## src/rtl/led_breath_if.sv

```systemverilog
// led_breath_if: control/status bundle between the switch side and the LED breathing controller.
// The master side drives enable, mode and colour select.
// The slave side (the controller) returns the LED pins and the brightness status.
interface led_breath_if #(
    parameter int unsigned N_CH  = 2,
    parameter int unsigned BRT_W = 5
);
    logic                 en;
    logic [1:0]           mode;
    logic [1:0]           sw;
    logic [3*N_CH-1:0]    led_rgb;
    logic [BRT_W-1:0]     brightness;
    logic                 dir;
    logic                 step_strobe;

    modport master (
        output en,
        output mode,
        output sw,
        input  led_rgb,
        input  brightness,
        input  dir,
        input  step_strobe
    );

    modport slave (
        input  en,
        input  mode,
        input  sw,
        output led_rgb,
        output brightness,
        output dir,
        output step_strobe
    );
endinterface

```

## src/rtl/led_breath_ctrl.sv

```systemverilog
// led_breath_ctrl: multi-channel RGB LED breathing / blink controller.
// A prescaler and a hold counter produce brightness steps.
// An FSM moves the shared brightness level in response to those steps.
// Each channel's 8-bit colour PWM is gated by a brightness PWM.
// Odd channels run in anti-phase to even channels.
module led_breath_ctrl #(
    parameter int unsigned N_CH       = 2,
    parameter int unsigned BRT_W      = 5,
    parameter int unsigned PRESC      = 1000,
    parameter int unsigned HOLD_TICKS = 1024
) (
    input  logic        clk,
    input  logic        rst_n,
    led_breath_if.slave bus
);

    localparam int unsigned PW = (PRESC > 1) ? $clog2(PRESC) : 1;
    localparam int unsigned HW = (HOLD_TICKS > 1) ? $clog2(HOLD_TICKS) : 1;

    localparam logic [PW-1:0]    PRESC_LAST = PW'(PRESC - 1);
    localparam logic [HW-1:0]    HOLD_LAST  = HW'(HOLD_TICKS - 1);
    localparam logic [BRT_W-1:0] BRT_MAX    = {BRT_W{1'b1}};
    localparam logic [BRT_W-1:0] BRT_ONE    = BRT_W'(1);

    typedef enum logic [2:0] {
        S_OFF,
        S_STATIC,
        S_UP,
        S_DOWN,
        S_BLINK
    } state_t;

    state_t              state_q, state_d;
    logic [PW-1:0]       presc_q, presc_d;
    logic [HW-1:0]       hold_q, hold_d;
    logic [BRT_W-1:0]    brt_q, brt_d;
    logic                dir_q, dir_d;
    logic [7:0]          cpwm_q;
    logic [BRT_W-1:0]    bpwm_q;
    logic [3*N_CH-1:0]   led_q, led_d;

    logic                tick;
    logic                step;
    logic [1:0]          cur_mode;
    logic                mode_change;
    logic [7:0]          comp_r, comp_g, comp_b;
    logic [2:0]          colour;
    logic [BRT_W-1:0]    brt_k;
    logic                on_k;

    // Tick and step pulses only exist while enabled, so a frozen block never steps
    assign tick = bus.en && (presc_q == PRESC_LAST);
    assign step = tick && (hold_q == HOLD_LAST);

    // Mode group the FSM is currently serving; both breathe states share one group
    always_comb begin
        cur_mode = 2'b00;
        unique case (state_q)
            S_OFF:         cur_mode = 2'b00;
            S_STATIC:      cur_mode = 2'b01;
            S_UP, S_DOWN:  cur_mode = 2'b10;
            S_BLINK:       cur_mode = 2'b11;
            default:       cur_mode = 2'b00;
        endcase
    end

    assign mode_change = (bus.mode != cur_mode);

    // Next-state: timing counters, FSM, brightness and direction
    always_comb begin
        state_d = state_q;
        presc_d = presc_q;
        hold_d  = hold_q;
        brt_d   = brt_q;
        dir_d   = dir_q;

        if (bus.en) begin
            if (tick) begin
                presc_d = '0;
                hold_d  = (hold_q == HOLD_LAST) ? '0 : hold_q + HW'(1);
            end else begin
                presc_d = presc_q + PW'(1);
            end

            if (mode_change) begin
                // Entering a mode restarts its timing from a clean phase
                presc_d = '0;
                hold_d  = '0;
                dir_d   = 1'b0;
                unique case (bus.mode)
                    2'b00: begin
                        state_d = S_OFF;
                        brt_d   = '0;
                    end
                    2'b01: begin
                        state_d = S_STATIC;
                        brt_d   = BRT_MAX;
                    end
                    2'b10: begin
                        state_d = S_UP;
                        brt_d   = '0;
                    end
                    2'b11: begin
                        state_d = S_BLINK;
                        brt_d   = BRT_MAX;
                    end
                    default: begin
                        state_d = S_OFF;
                        brt_d   = '0;
                    end
                endcase
            end else if (step) begin
                unique case (state_q)
                    S_UP: begin
                        // Turn around at the top on the same edge: no dwell at MAX
                        if (brt_q == BRT_MAX) begin
                            brt_d   = BRT_MAX - BRT_ONE;
                            state_d = S_DOWN;
                            dir_d   = 1'b1;
                        end else begin
                            brt_d = brt_q + BRT_ONE;
                        end
                    end
                    S_DOWN: begin
                        if (brt_q == '0) begin
                            brt_d   = BRT_ONE;
                            state_d = S_UP;
                            dir_d   = 1'b0;
                        end else begin
                            brt_d = brt_q - BRT_ONE;
                        end
                    end
                    S_BLINK: begin
                        brt_d = (brt_q == BRT_MAX) ? '0 : BRT_MAX;
                    end
                    default: begin
                        brt_d = brt_q;
                    end
                endcase
            end
        end
    end

    // State, timing and brightness registers
    always_ff @(posedge clk or negedge rst_n) begin
        if (!rst_n) begin
            state_q <= S_OFF;
            presc_q <= '0;
            hold_q  <= '0;
            brt_q   <= '0;
            dir_q   <= 1'b0;
        end else begin
            state_q <= state_d;
            presc_q <= presc_d;
            hold_q  <= hold_d;
            brt_q   <= brt_d;
            dir_q   <= dir_d;
        end
    end

    // Free-running PWM counters; they freeze with the rest of the block when disabled
    always_ff @(posedge clk or negedge rst_n) begin
        if (!rst_n) begin
            cpwm_q <= '0;
            bpwm_q <= '0;
        end else if (bus.en) begin
            cpwm_q <= cpwm_q + 8'd1;
            bpwm_q <= bpwm_q + BRT_ONE;
        end
    end

    // Colour table selected by the switches
    always_comb begin
        comp_r = 8'h00;
        comp_g = 8'h00;
        comp_b = 8'h00;
        unique case (bus.sw)
            2'b00: begin comp_r = 8'h7F; comp_g = 8'h1F; comp_b = 8'hFF; end
            2'b01: begin comp_r = 8'h00; comp_g = 8'hFF; comp_b = 8'hFF; end
            2'b10: begin comp_r = 8'hFF; comp_g = 8'hFF; comp_b = 8'h00; end
            2'b11: begin comp_r = 8'hFF; comp_g = 8'h00; comp_b = 8'hFF; end
            default: begin comp_r = 8'h00; comp_g = 8'h00; comp_b = 8'h00; end
        endcase
    end

    // Strict compare: FF yields 255/256 duty and 00 is always off
    assign colour = {(cpwm_q < comp_r), (cpwm_q < comp_g), (cpwm_q < comp_b)};

    // Per-channel brightness gating; odd channels use the complementary level
    always_comb begin
        led_d = '0;
        brt_k = '0;
        on_k  = 1'b0;
        for (int k = 0; k < int'(N_CH); k++) begin
            brt_k = ((k % 2) == 0) ? brt_q : (BRT_MAX - brt_q);
            on_k  = (state_q != S_OFF) && (bpwm_q < brt_k);
            led_d[3*k +: 3] = colour & {3{on_k}} & {3{bus.en}};
        end
    end

    // Registered LED pins
    always_ff @(posedge clk or negedge rst_n) begin
        if (!rst_n) begin
            led_q <= '0;
        end else begin
            led_q <= led_d;
        end
    end

    assign bus.led_rgb     = led_q;
    assign bus.brightness  = brt_q;
    assign bus.dir         = dir_q;
    assign bus.step_strobe = step;

endmodule

```

## src/flat_wrapper.sv

```systemverilog
// flat-port wrapper written by rule: the top's interface ports become plain ports
module led_breath_ctrl_flat 
#(
    parameter int unsigned N_CH       = 2,
    parameter int unsigned BRT_W      = 5,
    parameter int unsigned PRESC      = 1000,
    parameter int unsigned HOLD_TICKS = 1024
)
  (clk, rst_n, bus_en, bus_mode, bus_sw, bus_led_rgb, bus_brightness, bus_dir, bus_step_strobe);
  led_breath_if #(.N_CH(N_CH), .BRT_W(BRT_W)) bus_i ();
  input  logic clk;
  input  logic rst_n;
  input wire logic [$bits(bus_i.en)-1:0] bus_en;
  input wire logic [$bits(bus_i.mode)-1:0] bus_mode;
  input wire logic [$bits(bus_i.sw)-1:0] bus_sw;
  output wire logic [$bits(bus_i.led_rgb)-1:0] bus_led_rgb;
  output wire logic [$bits(bus_i.brightness)-1:0] bus_brightness;
  output wire logic [$bits(bus_i.dir)-1:0] bus_dir;
  output wire logic [$bits(bus_i.step_strobe)-1:0] bus_step_strobe;
  assign bus_i.en = bus_en;
  assign bus_i.mode = bus_mode;
  assign bus_i.sw = bus_sw;
  assign bus_led_rgb = bus_i.led_rgb;
  assign bus_brightness = bus_i.brightness;
  assign bus_dir = bus_i.dir;
  assign bus_step_strobe = bus_i.step_strobe;
  led_breath_ctrl #(.N_CH(N_CH), .BRT_W(BRT_W), .PRESC(PRESC), .HOLD_TICKS(HOLD_TICKS)) u_core (.clk(clk), .rst_n(rst_n), .bus(bus_i));
endmodule
```

## config.mk

```make
export PLATFORM = sky130hd
export DESIGN_NAME = led_breath_ctrl_flat
export DESIGN_NICKNAME = d
export VERILOG_FILES = /design/src/rtl/led_breath_if.sv /design/src/rtl/led_breath_ctrl.sv /design/src/flat_wrapper.sv
export SDC_FILE = /design/constraint.sdc
export NUM_CORES = 1
export LEC_CHECK = 0
export ABC_AREA = 1
export BUFFER_PORTS_ARGS = -buffer_cell sky130_fd_sc_hd__buf_2
export CORE_MARGIN = 3
export CORE_UTILIZATION = 61
export CTS_CLUSTER_DIAMETER = 80
export DETAILED_ROUTE_END_ITERATION = 12
export GPL_ROUTABILITY_DRIVEN = 0
export PLACE_DENSITY = 0.88
export SLEW_MARGIN = 10
export SYNTH_ARGS = -nofsm -noshare
export SYNTH_HDL_FRONTEND = slang
export SYNTH_SLANG_ARGS = --single-unit
```

## constraint.sdc

```tcl
create_clock -name clk -period 4.16 [get_ports clk]
set_clock_uncertainty 0.15 [all_clocks]
set_input_delay 0.208 -clock clk [delete_from_list [all_inputs] [get_ports clk]]
set_output_delay 0.208 -clock clk [all_outputs]
set_load 0.02 [all_outputs]
```

==> results of run 1 <==
## how the worst min path moves through the flow
stage               cells after the start                        to   startpoint
finish                                  3         u_core.state_q[2]  bus_mode[1]
global route                            3         u_core.state_q[2]  bus_mode[1]
CTS                                     3         u_core.state_q[2]  bus_mode[1]
detailed placement                      1  u_core.bus.brightness[1]        rst_n
global placement                        1  u_core.bus.brightness[0]        rst_n
floorplan                               0          u_core.bpwm_q[0]        rst_n
## power breakdown
group	internal [uW]	switching, uW
clock	178	148
combinational	396	649
sequential	605	207
## per-layer routing
| metal | share of wire [%] | vias to the layer above | global-route usage, % |
|---|---|---|---|
| met4 | 1.4 | 0 | 5.24 |
| met3 | 4.3 | 11 | 3.84 |
| met5 | 0 | - | 0 |
| met1 | 45 | 1348 | 29.3 |
| li1 | - | 1506 | - |
| met2 | 49 | 67 | 42.2 |
## synthesized netlist by cell type (all sizes together)
cell,n
nand2,127
dfrtp,48
nand3,47
inv,45
ha,39
nor2,34
o21ai,20
xor2,18
a21oi,16
nand4,15
nor3,12
buf,6
o21a,4
nand3b,3
o21bai,3
xnor2,3
clkbuf,2
or2,2
nor4,1
o211ai,1
## state kept, by name (all words and copies together), names as in the netlist
name	count
u_core.hold_q	10
u_core.presc_q	10
u_core.cpwm_q	8
u_core.bus.led_rgb	6
u_core.bpwm_q	5
u_core.bus.brightness	5
u_core.state_q	3
u_core.bus.dir	1
## through the flow
step	instances	setup WS (ps)	total power [uW]	util, %	instance area, um2
6_report	536	1960	2180	70.1	3710
5_1_grt	536	1810	2400	70.1	3710
4_1_cts	536	1980	2190	70.1	3710
3_5_place_dp	527	2170	1860	67.8	3600
3_3_place_gp	527	2220	1790	67.8	3600
2_1_floorplan	446	2350	1610	-	3480
## timing repair
item | CTS | global route
endpoints found under the hold margin | 22 | 0
endpoints found under the setup margin | 0 | 0
hold buffers | 1 | 0
resized for setup | 0 | 0
## cell families (layout without fill, tap and decap cells)
| family | Yosys count | in the layout | share of synthesized area [%] |
|---|---|---|---|
| compound gates | 44 | 44 | 6.91 |
| simple gates | 241 | 241 | 32.5 |
| buf+inv | 53 | 73 | 6.73 |
| fa+ha+maj | 39 | 39 | 14.0 |
| flops | 48 | 48 | 34.5 |
| xor+xnor | 21 | 21 | 5.29 |
## layout make-up
| cell class | count | area (um2) |
|---|---|---|
| Inverter | 45 | 171 |
| Clock inverter | 2 | 35.0 |
| Sequential cell | 48 | 1200 |
| Timing Repair Buffer | 20 | 105 |
| Fill cell | 419 | 1590 |
| Multi-Input combinational cell | 345 | 2040 |
| Tap cell | 70 | 87.6 |
| Clock buffer | 6 | 72.6 |
## worst register-to-register path: cells and delay by family, from the launching register on
family / cells / cell delay [ps]
simple gates: 9 / 1220
buf+inv: 1 / 100
flops: 1 / 440
==> results.cfg, run 1 <==
[run_status]
status = completed

[setup_path]
worstSetupStartpoint = u_core.hold_q[0]
crit_fanout = 7
endpoint = bus_step_strobe
r2r_cells = 10
reg2reg_to = u_core.bus.brightness[3]
path_cells = ha_1 > nand2_1 > nor2_2 > nand4_2 > nor2_4 > buf_2
endpoint_kind = primary output
slowest_stage = dfrtp_1
path_class = register to primary output
crit_required_ps = 3800
cp_top_family = simple AND/OR/NAND/NOR gates
r2r-start = u_core.state_q[1]
rrSetupSlack_ps = 2150
cp.depth = 6
start_kind = register
max_stage_delay_ps = 440
cp_num_buf_inv = 1
crit_arrival_ps = 1840

[clocking]
clk_pin_slew_ps = 90
insertion_delay_ps = 300
cts_root_buf = clkbuf_8
tritoncts = built
cts_buffers = 5
h-tree-depth = 2
cts_buffer_depth = 2
post_cts_buffers = 0
clkSinkCount = 48

[synthesis]
synthCells = 446
syn_nets = 492
synthesis.area_um2 = 3480
synth_cell_type_count = 30
synth_area_per_cell_um2 = 7.80
yosys_warnings = 0
synth_top_area_cell = dfrtp_1
seq_area_frac_synth_pct = 34.5
netlist.area_leader.share_pct = 34.5
synth_seq_cells = 48
synth_area_leaders = dfrtp_1, ha_1, nand2_1, nand3_1, xor2_1

[route]
routedWlPerCell_um = 13.1
drt_iter0_drc = 164
vias = 2932
viasPerCell = 5.47
drtAntennaViolNets = 0
drt_wl_total_mm = 7.04
drt-pass1-iter-count = 4
route.detailed.drc = 0

[placed_design]
io_buffers = 19
place_hpwl_mm = 5.33

[timing]
max_freq_mhz = 455
slew_violations = 0
fin_crit_sh_pct = 52.9
whs_ps = 57.1
slew_headroom_pct = 28.9
grt_setup_unrepaired = no
tns_ps = 0
finalSetupViolCount = 0
tightest_slew_ps = 1070
layout_min_cycle_time_ps = 2200
report.final.hold_viol_count = 0

[floorplan]
io_pins = 20
core_um2 = 5300
die_height_um = 81.5
die_w_um = 81.5
initial_core_util_pct = 65.6
fp-row-count = 26
dieArea_um2 = 6640

[hold_path]
hp-class = input port to register

[grt]
grt-ovfl-total = 0
grtUsageTotal_pct = 23.4
grt_pass1_vias = 2873
grt_max_degree = 49
antenna_found_initial = 0
grt_first_pass_wirelength_mm = 12.3

[layout]
syn_to_final_growth_pct = 6.84
layout_common_cells = nand2_1, dfrtp_1, nand3_1
antenna_cells = 0
layout_commonest_cell = nand2_1
drive_gt1_share_pct = 11.8
nets = 511

[pwr]
max-vdd-ir-drop_mv = 0.300
p_leak_uw = 0.00194
powerDensity_nw_per_um2 = 588

[flow_run]
drv_cap = 0
Note: power is estimated with default switching activity, not from simulation.
==> run 2: changes to the inputs <==
- ABC_AREA: 1 -> 0
- CORE_UTILIZATION: 61 -> 55
- PLACE_DENSITY: 0.88 -> 0.84
- clock period: 4.16 -> 2 ns (I/O delays scaled with it)
==> results.cfg, run 2 <==
[run_status]
status = finished with violations
violations = negative setup slack

[hold_path]
hp-start = bus_mode[0]
hp-class = input port to register
hold_end = u_core.state_q[1]
holdPathStages = 2

[route]
drt-pass1-iter-count = 5
drt_wl_total_mm = 9.69
drt_iter0_drc = 202
viasPerCell = 6.08
route.detailed.drc = 0
drtAntennaViolNets = 0
vias = 3198
routedWlPerCell_um = 18.4

[synthesis]
async_reset_ff_share_pct = 100
synth_top_area_cell = dfrtp_1
yosysMostFrequentCell = dfrtp_1
yosys_warnings = 0
synth_cell_type_count = 56
synth_common_cells = dfrtp_1, ha_1, nor2_1
synth_ff_type = dfrtp_1
synth_area_per_cell_um2 = 9.65
synth_area_leaders = dfrtp_1, ha_1, nor2_1, xnor2_1, xor2_1
syn_nets = 396
seq_area_frac_synth_pct = 35.6
synth_seq_cells = 48
synthesis.area_um2 = 3380
synthCells = 350
netlist.area_leader.share_pct = 35.6
synth_edf_count = 0

[layout]
layout_common_cells = buf_4, dfrtp_1, ha_1
register_area_um2 = 1210
multi_input_area_um2 = 2280
fillers = 336
layout_commonest_cell = buf_4
antenna_cells = 0
syn_to_final_growth_pct = 34.0
top_regs = u_core.hold_q (10), u_core.presc_q (10), u_core.cpwm_q (8)
drive_gt1_share_pct = 39.0
nets = 499

[pwr]
max-vdd-ir-drop_mv = 0.886
powerDensity_nw_per_um2 = 1120
p_leak_uw = 0.00215
total_power_uw = 5090

[clocking]
cts_buffers = 5
cts_root_buf = clkbuf_8
tritoncts = built
insertion_delay_ps = 310
clk_pin_slew_ps = 90
clkSinkCount = 48
h-tree-depth = 2
cts_buffer_depth = 2

[floorplan]
fp-row-count = 27
initial_core_util_pct = 59.1
dieArea_um2 = 7120
die_w_um = 84.4
core_um2 = 5710
io_pins = 20
die_height_um = 84.4

[timing]
max_freq_mhz = 428
grt_setup_unrepaired = yes
final.setup.worst_slack_ps = -339
report.final.hold_viol_count = 0
tightest_slew_ps = 760
slew_headroom_pct = 49.3
fin_crit_sh_pct = 117
finalSetupViolCount = 29
layout_min_cycle_time_ps = 2340
tns_ps = -6680
slew_violations = 0

[setup_path]
endpoint_kind = register
crit_arrival_ps = 2380
rrSetupSlack_ps = -340
r2r-start = u_core.presc_q[4]
max_stage_delay_ps = 460
crit_required_ps = 2040
crit_fanout = 6
reg2reg_to = u_core.bus.brightness[1]
r2r_cells = 7
cpMostUsedCell = buf_6
slowest_stage = or4_4
path_class = register to register
start_kind = register
path_cells = or3b_1 > or4_4 > buf_6 > nor2_4 > buf_6 > o22ai_4 > mux2_4

[grt]
grt_max_degree = 33
antenna_found_initial = 0
grt_pass1_vias = 3275
grt-ovfl-total = 0
grtUsageTotal_pct = 26.8
grt_first_pass_wirelength_mm = 15.5

[placed_design]
io_buffers = 19
place_hpwl_mm = 6.15

[flow_run]
drv_cap = 0
==> run 2: cell types whose count changed after synthesis, sizes merged, moves of 7 or more <==
cell / before / now
mux2: 0 / 8
nand4: 15 / 7
nand2: 127 / 21
xnor2: 3 / 12
nand3: 47 / 18
nand2b: 0 / 9
inv: 45 / 16
a21o: 0 / 7
==> run 2: logic make-up (layout without fill, tap and decap cells) <==
kind of cell,after synthesis,after routing,share of synthesized area (%)
mux,11,11,3.56
compound gates,79,81,16.9
buf+inv,29,130,4.82
fa+ha+maj,39,39,14.4
simple gates,120,121,18.5
flops,48,48,35.6
xor+xnor,24,24,6.22
==> run 2: final cells by class <==
class | instances | area share, %
repair buffers | 106 | 17.4
flip-flops and latches | 48 | 26.7
clock buffers | 6 | 1.82
well taps | 72 | 1.99
clock inverters | 2 | 0.332
multi-input cells | 276 | 50.5
inverters | 16 | 1.33
==> run 2: worst max path at each step <==
| stage | start | endpoint | slack, ps |
|---|---|---|---|
| 3_3_place_gp | u_core.presc_q[4] | u_core.state_q[0] | -200 |
| 5_1_grt | u_core.presc_q[4] | u_core.bus.brightness[1] | -360 |
| 4_1_cts | u_core.presc_q[0] | u_core.state_q[0] | -230 |
| 6_report | u_core.presc_q[4] | u_core.bus.brightness[1] | -340 |
| 3_5_place_dp | u_core.presc_q[4] | u_core.state_q[0] | -250 |
| 2_1_floorplan | u_core.presc_q[0] | u_core.state_q[0] | -260 |
==> run 2: timing repair <==
action,in CTS,in global routing
setup buffers,8,6
endpoints found under the hold margin,30,0
resized for setup,31,27
pin swaps,10,13
endpoints found under the setup margin,34,36
cloned,3,0
hold buffers,1,0
==> run 2: where the power goes <==
| part | internal, uW | switching (uW) |
|---|---|---|
| clock | 280 | 337 |
| sequential | 1240 | 326 |
| combinational | 1420 | 1490 |
| total | 2940 | 2150 |
==> run 2: metal layers <==
layer | up-vias | track usage, % | share of wire (%)
met2 | 113 | 49.2 | 54
met5 | - | 0 | 0
li1 | 1474 | - | -
met1 | 1593 | 32.1 | 40
met4 | 0 | 8.20 | 1.3
met3 | 18 | 4.12 | 4.3
==> run 2: worst max-delay path: cells and delay by family (launching register included) <==
family / cells / cell delay (ps)
compound gates: 1 / 110
buf+inv: 2 / 280
flops: 1 / 400
mux: 1 / 310
simple gates: 3 / 960
==> run 2: stage by stage <==
stage / utilization, % / std cells / hold WS [ps] / worst slack [ps] / cell area (um2)
after global routing: 79.3 / 526 / 113 / -364 / 4530
final: 79.3 / 526 / 130 / -339 / 4530
after floorplan: - / 350 / -346 / -261 / 3470
after detailed placement: 71.4 / 500 / 42.9 / -251 / 4080
after CTS: 76.8 / 520 / 96.6 / -232 / 4380
after global placement: 71.4 / 500 / 28.3 / -198 / 4080
==> run 3: changes to the inputs <==
- PLACE_DENSITY: 0.84 -> 0.76
- SKIP_CTS_REPAIR_TIMING: default -> 1
==> results.cfg, run 3 (synthesis results as in run 2) <==
[run_status]
status = finished with violations
violations = negative setup slack

[flow_run]
drv_cap = 0

[timing]
layout_min_cycle_time_ps = 2360
tightest_slew_ps = 749
slew_headroom_pct = 50.1
max_freq_mhz = 424
whs_ps = 65.1
report.final.hold_viol_count = 0
finalSetupViolCount = 29
grt_setup_unrepaired = yes
slew_violations = 0
fin_crit_sh_pct = 118
final.setup.worst_slack_ps = -361

[setup_path]
crit_fanout = 3
rrSetupSlack_ps = -340
cp_top_family = simple AND/OR/NAND/NOR gates
cpMostUsedCell = buf_4
r2r-start = u_core.presc_q[4]
crit_arrival_ps = 2110
cp_num_buf_inv = 3
path_class = register to primary output
slowest_stage = or4_4
path_cells = or3b_1 > or4_4 > buf_6 > nor2_4 > buf_4 > buf_4
worstSetupStartpoint = u_core.presc_q[4]
max_stage_delay_ps = 440
crit_required_ps = 1750
r2r_cells = 8
start_kind = register
cp.depth = 6
endpoint_kind = primary output

[floorplan]
die_height_um = 84.4
fp-row-count = 27
core_um2 = 5710
io_pins = 20
die_w_um = 84.4
initial_core_util_pct = 59.1
dieArea_um2 = 7120

[layout]
antenna_cells = 0
nets = 488
layout_commonest_cell = buf_4
syn_to_final_growth_pct = 32.8
top_regs = u_core.hold_q (10), u_core.presc_q (10), u_core.cpwm_q (8)
layout_common_cells = buf_4, dfrtp_1, ha_1
stdcell_count = 515
drive_gt1_share_pct = 38.8

[clocking]
clk_pin_slew_ps = 90
insertion_delay_ps = 310
tritoncts = built
h-tree-depth = 2
cts_root_buf = clkbuf_8
cts_buffers = 5
clkSinkCount = 48
cts_buffer_depth = 2

[route]
drt-pass1-iter-count = 4
route.detailed.drc = 0
routedWlPerCell_um = 16.9
viasPerCell = 5.91
drtAntennaViolNets = 0
vias = 3042
drt_iter0_drc = 167
drt_wl_total_mm = 8.72

[grt]
antenna_found_initial = 0
grtUsageTotal_pct = 23.1
grt_max_degree = 32
grt-ovfl-total = 0
grt_first_pass_wirelength_mm = 13.5
grt_pass1_vias = 2972

[pwr]
combPwrFrac_pct = 55.3
max-vdd-ir-drop_mv = 0.793
power_frac_clock_pct = 12.7
p_leak_uw = 0.00214
swShare_pct = 41.4
p_seq_share_pct = 32.0
p_int_uw = 2890
powerDensity_nw_per_um2 = 1100
p_sw_uw = 2050

[placed_design]
place_hpwl_mm = 5.75
io_buffers = 19
placed_cells = 493

[hold_path]
holdPathStages = 2
hp-start = bus_mode[0]
hp-class = input port to register
run 3: cell types whose count changed in the layout (fill, tap and decap cells not counted), moves of 2 or more:
| cell | before | now |
|---|---|---|
| nand2b_1 | 9 | 6 |
| buf_6 | 10 | 6 |
| nand2_1 | 20 | 18 |
| buf_4 | 76 | 70 |
| o31ai_1 | 6 | 4 |
| buf_12 | 0 | 2 |
| o31ai_2 | 0 | 2 |
| nand2b_4 | 0 | 3 |
| nand2_2 | 1 | 3 |
| a21boi_1 | 1 | 3 |
run 3: path summary, 6_finish.rpt:
path,endpoint
worst max-delay path,bus_step_strobe
worst min-delay path,u_core.state_q[1]
worst max register to register,u_core.presc_q[3]
worst min register to register,u_core.bpwm_q[3]
max in group asynchronous,u_core.state_q[0]
min in group asynchronous,u_core.bus.brightness[2]
run 3: layout make-up:
cell class | count | area [um2]
multi-input combinational | 274 | 2300
fill | 343 | 1220
sequential | 48 | 1210
timing repair buffer | 97 | 733
tap | 72 | 90.1
clock buffer | 6 | 82.6
inverter | 16 | 60.1
clock inverter | 2 | 15.0
run 3: power groups by stage:
stage,Clock [uW],Sequential (uW),Combinational [uW]
3_3_place_gp,0,1570,2310
5_1_grt,675,1630,3010
2_1_floorplan,0,1650,1500
4_1_cts,634,1570,2450
3_5_place_dp,0,1590,2420
6_report,626,1580,2730
run 3: stage by stage:
stage               setup WS (ps)  utilization (%)  area (um2)  setup TNS [ps]  total power [uW]
floorplan                    -261                -        3470           -1770              3150
global placement             -233             70.5        4030           -4040              3880
detailed placement           -294             70.5        4030           -5430              4000
CTS                          -430             72.2        4120           -6440              4650
global route                 -406             78.6        4490           -9060              5310
finish                       -361             78.6        4490           -7100              4940
run 3: layer usage:
layer | vias to the layer above | share of wire, % | track usage [%]
li1 | 1454 | - | -
met2 | 74 | 52 | 39.6
met3 | 17 | 4.3 | 5.20
met4 | 0 | 1.8 | 6.62
met1 | 1497 | 42 | 29.3
met5 | - | 0 | 0
